<file path="src/rtl/ofdm_sync_ctrl.sv">
// Frame sequencer for the OFDM synchronizer core: validates/loads the symbol
// count, gates the core input stream, checks output frame length, keeps counters.
module ofdm_sync_ctrl #(
    parameter int MAX_NUM_SYMBOLS = 10,
    parameter int SYMBOL_LEN      = 64,
    parameter int TIMEOUT_W       = 24,
    parameter int CNT_W           = 16
) (
    input  logic                                   clk,
    input  logic                                   reset_n,
    input  logic [$clog2(MAX_NUM_SYMBOLS+1)-1:0]   cfg_num_symbols,
    input  logic [TIMEOUT_W-1:0]                   cfg_timeout,
    input  logic                                   cfg_continuous,
    input  logic                                   arm,
    input  logic                                   abort,
    output logic [$clog2(MAX_NUM_SYMBOLS+1)-1:0]   sync_num_symbols,
    output logic                                   sync_num_symbols_valid,
    input  logic                                   s_tvalid,
    output logic                                   s_tready,
    output logic                                   m_tvalid,
    input  logic                                   m_tready,
    input  logic                                   mon_tvalid,
    input  logic                                   mon_tready,
    input  logic                                   mon_sof,
    input  logic                                   mon_eof,
    output logic                                   busy,
    output logic                                   frame_done,
    output logic                                   frame_err,
    output logic                                   timeout,
    output logic                                   cfg_err,
    output logic [CNT_W-1:0]                       frame_cnt,
    output logic [CNT_W-1:0]                       err_cnt
);

    localparam int NW = $clog2(MAX_NUM_SYMBOLS+1);
    localparam int SW = $clog2(MAX_NUM_SYMBOLS*SYMBOL_LEN+1);
    localparam logic [NW-1:0] MAX_NS  = NW'(MAX_NUM_SYMBOLS);
    localparam logic [SW-1:0] SMP_SAT = '1;

    typedef enum logic [2:0] {
        S_IDLE,
        S_CONFIG,
        S_SEARCH,
        S_FRAME,
        S_DONE
    } state_t;

    state_t                 r_state;
    logic                   r_gate;
    logic [NW-1:0]          r_nsym;
    logic                   r_nsym_vld;
    logic [SW-1:0]          r_len;
    logic [TIMEOUT_W-1:0]   r_timeout;
    logic                   r_cont;
    logic [TIMEOUT_W-1:0]   r_tmo_cnt;
    logic [SW-1:0]          r_smp_cnt;
    logic                   r_done;
    logic                   r_ferr;
    logic                   r_tmo;
    logic                   r_cerr;
    logic [CNT_W-1:0]       r_frame_cnt;
    logic [CNT_W-1:0]       r_err_cnt;

    logic                   w_beat;
    logic                   w_cfg_ok;
    logic                   w_tmo_hit;
    logic [SW-1:0]          w_smp_next;
    logic                   w_end;
    logic                   w_end_ok;

    assign w_beat     = mon_tvalid & mon_tready;
    assign w_cfg_ok   = (cfg_num_symbols != '0) && (cfg_num_symbols <= MAX_NS);
    assign w_tmo_hit  = (r_timeout != '0) && (r_tmo_cnt == (r_timeout - TIMEOUT_W'(1)));
    assign w_smp_next = (r_smp_cnt == SMP_SAT) ? SMP_SAT : (r_smp_cnt + SW'(1));

    // Frame end: SOF+EOF on one beat in SEARCH, EOF in FRAME, or overrun past L.
    always_comb begin
        w_end    = 1'b0;
        w_end_ok = 1'b0;
        if (r_state == S_SEARCH && w_beat && mon_sof && mon_eof) begin
            w_end    = 1'b1;
            w_end_ok = (r_len == SW'(1));
        end else if (r_state == S_FRAME && w_beat) begin
            if (mon_eof) begin
                w_end    = 1'b1;
                w_end_ok = (w_smp_next == r_len);
            end else if (w_smp_next > r_len) begin
                w_end    = 1'b1;
            end
        end
    end

    always_ff @(posedge clk or negedge reset_n) begin
        if (!reset_n) begin
            r_state     <= S_IDLE;
            r_gate      <= 1'b0;
            r_nsym      <= '0;
            r_nsym_vld  <= 1'b0;
            r_len       <= '0;
            r_timeout   <= '0;
            r_cont      <= 1'b0;
            r_tmo_cnt   <= '0;
            r_smp_cnt   <= '0;
            r_done      <= 1'b0;
            r_ferr      <= 1'b0;
            r_tmo       <= 1'b0;
            r_cerr      <= 1'b0;
            r_frame_cnt <= '0;
            r_err_cnt   <= '0;
        end else begin
            r_nsym_vld <= 1'b0;
            r_done     <= 1'b0;
            r_ferr     <= 1'b0;
            r_tmo      <= 1'b0;
            r_cerr     <= 1'b0;

            if (abort) begin
                r_state <= S_IDLE;
                r_gate  <= 1'b0;
            end else if (w_end) begin
                r_state <= S_DONE;
                r_gate  <= 1'b0;
                if (w_end_ok) begin
                    r_done      <= 1'b1;
                    r_frame_cnt <= r_frame_cnt + CNT_W'(1);
                end else begin
                    r_ferr      <= 1'b1;
                    r_err_cnt   <= r_err_cnt + CNT_W'(1);
                end
            end else begin
                case (r_state)
                    S_IDLE: begin
                        if (arm) begin
                            if (w_cfg_ok) begin
                                r_nsym     <= cfg_num_symbols;
                                r_nsym_vld <= 1'b1;
                                r_len      <= SW'(cfg_num_symbols) * SW'(SYMBOL_LEN);
                                r_timeout  <= cfg_timeout;
                                r_cont     <= cfg_continuous;
                                r_state    <= S_CONFIG;
                            end else begin
                                r_cerr     <= 1'b1;
                            end
                        end
                    end
                    S_CONFIG: begin
                        r_state   <= S_SEARCH;
                        r_gate    <= 1'b1;
                        r_tmo_cnt <= '0;
                    end
                    S_SEARCH: begin
                        if (w_beat && mon_sof) begin
                            r_state   <= S_FRAME;
                            r_smp_cnt <= SW'(1);
                        end else if (w_tmo_hit) begin
                            r_tmo     <= 1'b1;
                            r_err_cnt <= r_err_cnt + CNT_W'(1);
                            r_tmo_cnt <= '0;
                            if (!r_cont) begin
                                r_state <= S_IDLE;
                                r_gate  <= 1'b0;
                            end
                        end else begin
                            r_tmo_cnt <= r_tmo_cnt + TIMEOUT_W'(1);
                        end
                    end
                    S_FRAME: begin
                        if (w_beat) begin
                            r_smp_cnt <= w_smp_next;
                        end
                    end
                    S_DONE: begin
                        if (r_cont) begin
                            r_state   <= S_SEARCH;
                            r_gate    <= 1'b1;
                            r_tmo_cnt <= '0;
                        end else begin
                            r_state   <= S_IDLE;
                        end
                    end
                    default: begin
                        r_state <= S_IDLE;
                        r_gate  <= 1'b0;
                    end
                endcase
            end
        end
    end

    assign sync_num_symbols       = r_nsym;
    assign sync_num_symbols_valid = r_nsym_vld;
    assign busy                   = (r_state != S_IDLE);
    assign m_tvalid               = s_tvalid & r_gate;
    assign s_tready               = m_tready & r_gate;
    assign frame_done             = r_done;
    assign frame_err              = r_ferr;
    assign timeout                = r_tmo;
    assign cfg_err                = r_cerr;
    assign frame_cnt              = r_frame_cnt;
    assign err_cnt                = r_err_cnt;

endmodule

</file>
<file path="config.mk">
export PLATFORM = sky130hd
export DESIGN_NAME = ofdm_sync_ctrl
export DESIGN_NICKNAME = d
export VERILOG_FILES = /design/src/rtl/ofdm_sync_ctrl.sv
export SDC_FILE = /design/constraint.sdc
export NUM_CORES = 1
export LEC_CHECK = 0
export BUFFER_PORTS_ARGS = -buffer_cell sky130_fd_sc_hd__buf_2
export CORE_MARGIN = 2
export CORE_UTILIZATION = 30
export DETAILED_ROUTE_END_ITERATION = 7
export HOLD_SLACK_MARGIN = 0.05
export PLACE_DENSITY_LB_ADDON = 0.15
export SLEW_MARGIN = 20
export SYNTH_ARGS = -nofsm -noshare
export SYNTH_HDL_FRONTEND = slang
export SYNTH_SLANG_ARGS = --single-unit
</file>
<file path="constraint.sdc">
create_clock -name clk -period 7.3 [get_ports clk]
set_input_delay 1.095 -clock clk [delete_from_list [all_inputs] [get_ports clk]]
set_output_delay 1.095 -clock clk [all_outputs]
set_load 0.01 [all_outputs]
</file>
# Word level (Yosys, flattened, before mapping)
# Index checks and enable logic that the tools add are counted.
word_totals:
  wordCells: 129
  out_inout_bits: 44
  register_bits: 104
  input_bits: 39
classes:
  n_reduce_logical: 23
  eq_ne: 23
  muxes: 57
  bitwise: 5
  addsub: 5
  n_lt_le_gt_ge: 2
op_table:
  columns: ["op", "n"]
  rows:
  - ["16-bit two-way mux", 5]
  - ["24-bit two-way mux", 3]
  - ["24-bit one-hot mux with 3 select lines", 1]
  - ["1-bit two-way mux", 34]
  - ["16-bit by 1-bit adder with 16-bit output (second input constant)", 2]
  - ["10-bit two-way mux", 3]
  - ["5-bit AND reduction", 6]
  - ["24-bit by 1-bit adder with 24-bit output (second input constant)", 1]
  - ["24-bit equality test", 1]
  - ["4-bit inequality test (second input constant)", 6]
  - ["24-bit nonzero test", 1]
  - ["24-bit by 1-bit subtractor with 24-bit output (second input constant)", 1]
  - ["3-bit two-way mux", 7]
  - ["10-bit one-hot mux with 2 select lines", 1]
  - ["3-bit one-hot mux with 5 select lines", 1]
  - ["10-bit by 1-bit adder with 10-bit output (second input constant)", 1]
  - ["10-bit equality test", 1]
  - ["10-bit equality test (second input constant)", 1]
  - ["10-bit greater-than comparator", 1]
  - ["2-bit inequality test (second input constant)", 5]
  - ["5-bit by 4-bit inequality test with 1-bit output (second input constant)", 2]
  - ["1-bit logical AND", 7]
  - ["3-bit by 2-bit equality test with 1-bit output (second input constant)", 2]
  - ["2-bit nonzero test", 3]
  - ["other kinds (15)", 19]

# Logic depth before layout (Yosys ltp)
depth:
  word_depth: 9
  mapped_depth: 15
  mapped_depth_nobuf: 14

# Worst setup path before layout
# OpenSTA, ideal clock, no wires.
synth_path:
  kind: "reg-to-reg"
  start: "register r_smp_cnt[0]"
  end: "register r_len[6]"
  period_less_slack_ns: 3.805
  required_time_ns: 7.175
  slack_ns: 3.495
  n_path_buf: 1
  setup_ns: 0.125
  arrival_ns: 3.680
  path_stages_with_launch: 16
  cell_sequence: "dfrtp_1 ha_1 and3_1 and3_1 and3_1 mux2_2 ha_1 nand2_1 nor4_1 nand4_1 nor2_1 o21ai_1 nor2_1 and4_1 clkbuf_1 mux2_2"
synth_between:
  elab_chain_len: 9
  elab_cells_between_ends: 10
  cone_classes: "add/sub: 1; order compare: 1; eq/ne: 1; mux: 5; bitwise: 1; reduce/logical: 1"
synth_lines:
  columns: ["element", "line_no", "source"]
  rows:
  - ["start, declared", "56", "logic [SW-1:0] r_smp_cnt;"]
  - ["start signal, assigned", "169", "r_smp_cnt <= w_smp_next;"]
  - ["10-bit by 1-bit adder with 10-bit output / 10-bit equality test (equally long branches)", "74", "assign w_smp_next = (r_smp_cnt == SMP_SAT) ? SMP_SAT : (r_smp_cnt + SW'(1));"]
  - ["10-bit two-way mux (*)", "74", null]
  - ["10-bit greater-than comparator (*)", "87", "end else if (w_smp_next > r_len) begin"]
  - ["1-bit two-way mux (*)", "87", null]
  - ["1-bit two-way mux (*)", "84", "if (mon_eof) begin"]
  - ["1-bit two-way mux (*)", "83", "end else if (r_state == S_FRAME && w_beat) begin"]
  - ["1-bit two-way mux (*)", "80", "if (r_state == S_SEARCH && w_beat && mon_sof && mon_eof) begin"]
  - ["1-bit NOT (no line) (*)", null, null]
  - ["5-bit AND reduction (no line) (*)", null, null]
  - ["end signal, assigned", "137", "r_len <= SW'(cfg_num_symbols) * SW'(SYMBOL_LEN);"]
  - ["end, declared", "52", "logic [SW-1:0] r_len;"]
# Mark *: on every way between the ends. The rest lies on a longest branch, timed or not.
# A chain may end at the register's enable or synchronous reset.

# Final worst setup path
layout_path:
  start: "register r_smp_cnt[0]"
  end: "register r_smp_cnt[0]"
layout_between:
  elab_chain_len: 9
  elab_cells_between_ends: 12
  cone_classes: "add/sub: 1; order compare: 1; eq/ne: 1; mux: 7; bitwise: 1; reduce/logical: 1"
layout_lines:
  columns: ["element", "line_no"]
  rows:
  - ["10-bit by 1-bit adder with 10-bit output / 10-bit equality test (equally long branches)", "74"]
  - ["10-bit two-way mux (*)", "74"]
  - ["10-bit greater-than comparator", "87"]
  - ["1-bit two-way mux", "87"]
  - ["1-bit two-way mux", "84"]
  - ["1-bit two-way mux", "83"]
  - ["1-bit two-way mux", "80"]
  - ["1-bit NOT (no line)", null]
  - ["5-bit AND reduction (no line)", null]
# Mark *: on every way between the ends. The rest lies on a longest branch, timed or not. The select of a mux whose other input is x is not followed.

==> flow_summary.json <==
{
  "ys_seq_elements": 104,
  "slew_headroom_pct": 29.7,
  "largest_driver_fanout_on_the_critical_path": 9,
  "crit_arrival_ps": 4710,
  "clkLatencyLatePin_ps": 360,
  "final_critical_path_setup_slack_ps": 2810,
  "crit_chain": "ha_1, and3_1, and3_1, and3_1, mux2_2, ha_1, nand2_1, nor4_1, nand4_1, nor2_1, o21ai_1, or4_1, nor2_1, a31oi_1",
  "finalCritPeriodShare_pct": 61.6,
  "design.core.area_um2": 20000,
  "drt-total-wl_mm": 15.8,
  "run_status": "complete, no violations",
  "path_class": "reg2reg",
  "worst_setup_hold_path_clk_slew_ps": 70,
  "area_delta_synth_final_pct": 15.9,
  "cts_tree": "yes",
  "grt_first_pass_wirelength_mm": 26.5,
  "drt.antenna.violating_nets": 0,
  "cts-root-to-sink-buffers": 2,
  "io_buffer_count": 82,
  "synth-seq-area-share_pct": 42.9,
  "synthesis.yosys.warnings": 0,
  "initial_detailed_routing_violation_count": 383,
  "post-place-ws_ps": 2860,
  "p_clk_share_pct": 30.5,
  "die-width_um": 146,
  "maximum_number_of_pins_on_one_net_before_global_route_repair": 54,
  "num_io_pins": 83,
  "cts.sink_count": 104,
  "fin_skew_ps": 13.0,
  "timing.critical_path.slowest_cell_delay_ps": 650,
  "die_area_um2": 21400,
  "critPathCaptureType": "register",
  "postSynthCellCount": 621,
  "post-synth-top-count-cell": "sky130_fd_sc_hd__dfrtp_1",
  "summed_area_of_non_filler_cells_in_the_final_layout_um2": 7030,
  "p_per_area_nw_per_um2": 225,
  "leakage_nw": 3.15,
  "cell_row_count": 52,
  "post-dp-hpwl_mm": 11.5,
  "grtUsageTotal_pct": 15.3,
  "cap_violations": 0,
  "die_y_um": 146,
  "routed_wire_length_per_instance_um": 16.3,
  "rsz_0062_raised_after_global_routing": "no",
  "timing_worst_slew_pin_value_ps": 1050,
  "critical_path.most_common_cell": "sky130_fd_sc_hd__and3_1",
  "max-vdd-ir-drop_v": 0.000104,
  "top_cells_by_area_synth": "sky130_fd_sc_hd__dfrtp_1 (43%), sky130_fd_sc_hd__mux2_2 (6.3%), sky130_fd_sc_hd__xnor2_1 (4.3%), sky130_fd_sc_hd__xor2_1 (3.9%), sky130_fd_sc_hd__a22o_1 (3.2%)",
  "post_route_cells_drive_above_1_share_pct": 22.0,
  "gpl.final_weighted_congestion": 0.818,
  "route.detailed.vias_per_inst": 5.21,
  "synth_area_um2": 6070,
  "power.internal_mw": 1.05,
  "ys_flop_type": "sky130_fd_sc_hd__dfrtp_1",
  "drc_violation_count_after_routing": 0,
  "routed-via-count": 5027,
  "avgSynthCellArea_um2": 9.77,
  "cts-resized-gates": 0,
  "post_synth_num_cell_types": 61,
  "p_seq_share_pct": 47.3,
  "hold_path.class": "reg2reg",
  "postSynthNetCount": 669,
  "cts_hold_repair.buffers": 0,
  "startpoint_type": "register",
  "placed_cell_area_um2": 6740,
  "initial_core_util_pct": 30.3,
  "first_global_vias": 5086,
  "critPathRequiredTime_ps": 7510,
  "synth_top_cells_by_count": "sky130_fd_sc_hd__dfrtp_1 (104), sky130_fd_sc_hd__nor2_1 (48), sky130_fd_sc_hd__nand2_1 (42), sky130_fd_sc_hd__mux2_2 (34), sky130_fd_sc_hd__xnor2_1 (30)",
  "drt_pass1_iterations": 5,
  "tns_ps": 0,
  "htree_levels": 3,
  "worst_path_max_delay_cell": "sky130_fd_sc_hd__or4_1",
  "post_cts.repair.setup_buffers": 0,
  "hold_viol_final": 0,
  "proportion_of_register_bits_with_asynchronous_set_or_reset_after_synthesis_pct": 100,
  "fin_crit_ps": 4490,
  "timing.final.setup_violations": 0,
  "final_nets": 738,
  "initial_antenna_violation_count": 1,
  "antenna_cells_inserted": 0,
  "comb_power_share_pct": 22.3,
  "global_route.overflow_total": 0,
  "synthDominantCellAreaShare_pct": 42.9,
  "cts_made_buffers": 9,
  "synth_top_cell_by_area": "sky130_fd_sc_hd__dfrtp_1",
  "number_of_synthesized_flops_with_an_enable_pin": 0,
  "power_switching_mw": 0.529,
  "switching_share_pct": 33.4,
  "clock_tree_root_driver_cell": "sky130_fd_sc_hd__clkbuf_16",
  "final-max-slew-violation-count": 0,
  "clock.fmax_ghz": 0.223
}
worst max-delay path, delay by kind of cell (launching register included):
kind | cells | cell delay (ps)
AO/OA/AOI/OAI | 2 | 420
adder cells (fa/ha/maj) | 2 | 560
flip-flops | 1 | 430
multiplexers | 1 | 360
AND/OR/NAND/NOR | 9 | 2570
state kept, by name (all words and copies together) (netlist names), 3 cells and up:
signal,flops
frame_cnt,16
r_tmo_cnt,24
r_smp_cnt,10
r_len,4
err_cnt,16
r_timeout,24
r_state,3
worst paths after layout:
| kind | startpoint | endpoint | slack, ps | cells after the start |
|---|---|---|---|---|
| setup reg to reg | r_smp_cnt[0] | r_smp_cnt[0] | 2810 | 14 |
| setup / recovery | r_smp_cnt[0] | r_smp_cnt[0] | 2810 | 14 |
| hold reg to reg | err_cnt[15] | err_cnt[15] | 470 | 1 |
| max in group asynchronous | reset_n | frame_cnt[1] | 5390 | 2 |
| min in group asynchronous | reset_n | r_timeout[21] | 780 | 1 |
| hold / removal | err_cnt[15] | err_cnt[15] | 470 | 1 |
kinds of logic (layout without fill, tap and decap cells):
| logic type | count (synthesis) | after routing | synth area share, % |
|---|---|---|---|
| flip-flops | 104 | 104 | 42.9 |
| AND/OR/NAND/NOR | 253 | 253 | 23.1 |
| buffers and inverters | 44 | 118 | 2.82 |
| XOR/XNOR | 57 | 57 | 8.23 |
| multiplexers | 34 | 34 | 6.31 |
| adder cells (fa/ha/maj) | 9 | 9 | 1.86 |
| AO/OA/AOI/OAI | 120 | 120 | 14.8 |
metrics by stage:
step                utilization (%)  hold WS (ps)  power, mW  instances
floorplan                         -           502      0.994        621
global placement               33.6           463       1.11        949
detailed placement             33.6           460       1.11        949
CTS                            35.1           478       1.61        965
global route                   35.1           513       1.68        965
finish                         35.1           470       1.58        965
cells in the final DEF (no fill, tap or decap), types with 11 or more instances in the layout:
cell type                 netlist  final
sky130_fd_sc_hd__dfrtp_1      104    104
sky130_fd_sc_hd__buf_2          5     81
sky130_fd_sc_hd__nor2_1        48     47
sky130_fd_sc_hd__nand2_1       42     42
sky130_fd_sc_hd__mux2_2        34     34
sky130_fd_sc_hd__xnor2_1       30     30
sky130_fd_sc_hd__nor3_1        28     28
sky130_fd_sc_hd__nand3_1       27     27
sky130_fd_sc_hd__xor2_1        27     27
sky130_fd_sc_hd__a22o_1        22     22
sky130_fd_sc_hd__and3_1        19     19
sky130_fd_sc_hd__o21ai_0       19     19
sky130_fd_sc_hd__o31ai_1       17     17
sky130_fd_sc_hd__inv_1         16     16
sky130_fd_sc_hd__nand4_1       12     12
sky130_fd_sc_hd__a21oi_1       11     11
cell type report:
type / instances / area, µm²
fill: 2092 / 13000
sequential: 104 / 2600
inverter: 16 / 60.1
clock inverter: 7 / 62.6
timing repair buffer: 86 / 443
tap: 270 / 338
clock buffer: 9 / 225
multi-input combinational: 473 / 3300
power groups by stage:
stage	clock network [mW]	registers, mW	logic, mW
after floorplan	0	0.719	0.275
after global placement	0	0.758	0.348
after detailed placement	0	0.761	0.353
after CTS	0.500	0.750	0.356
after global routing	0.523	0.765	0.395
final	0.482	0.748	0.353
per-layer routing:
layer	vias up	GRT usage (%)	part of all wire [%]
li1	2429	-	-
met1	2477	20.7	48
met2	104	24.6	46
met3	17	3.22	4.6
met4	0	4.66	1.3
met5	-	0	0
No activity file was read; power rests on OpenSTA's default activity.
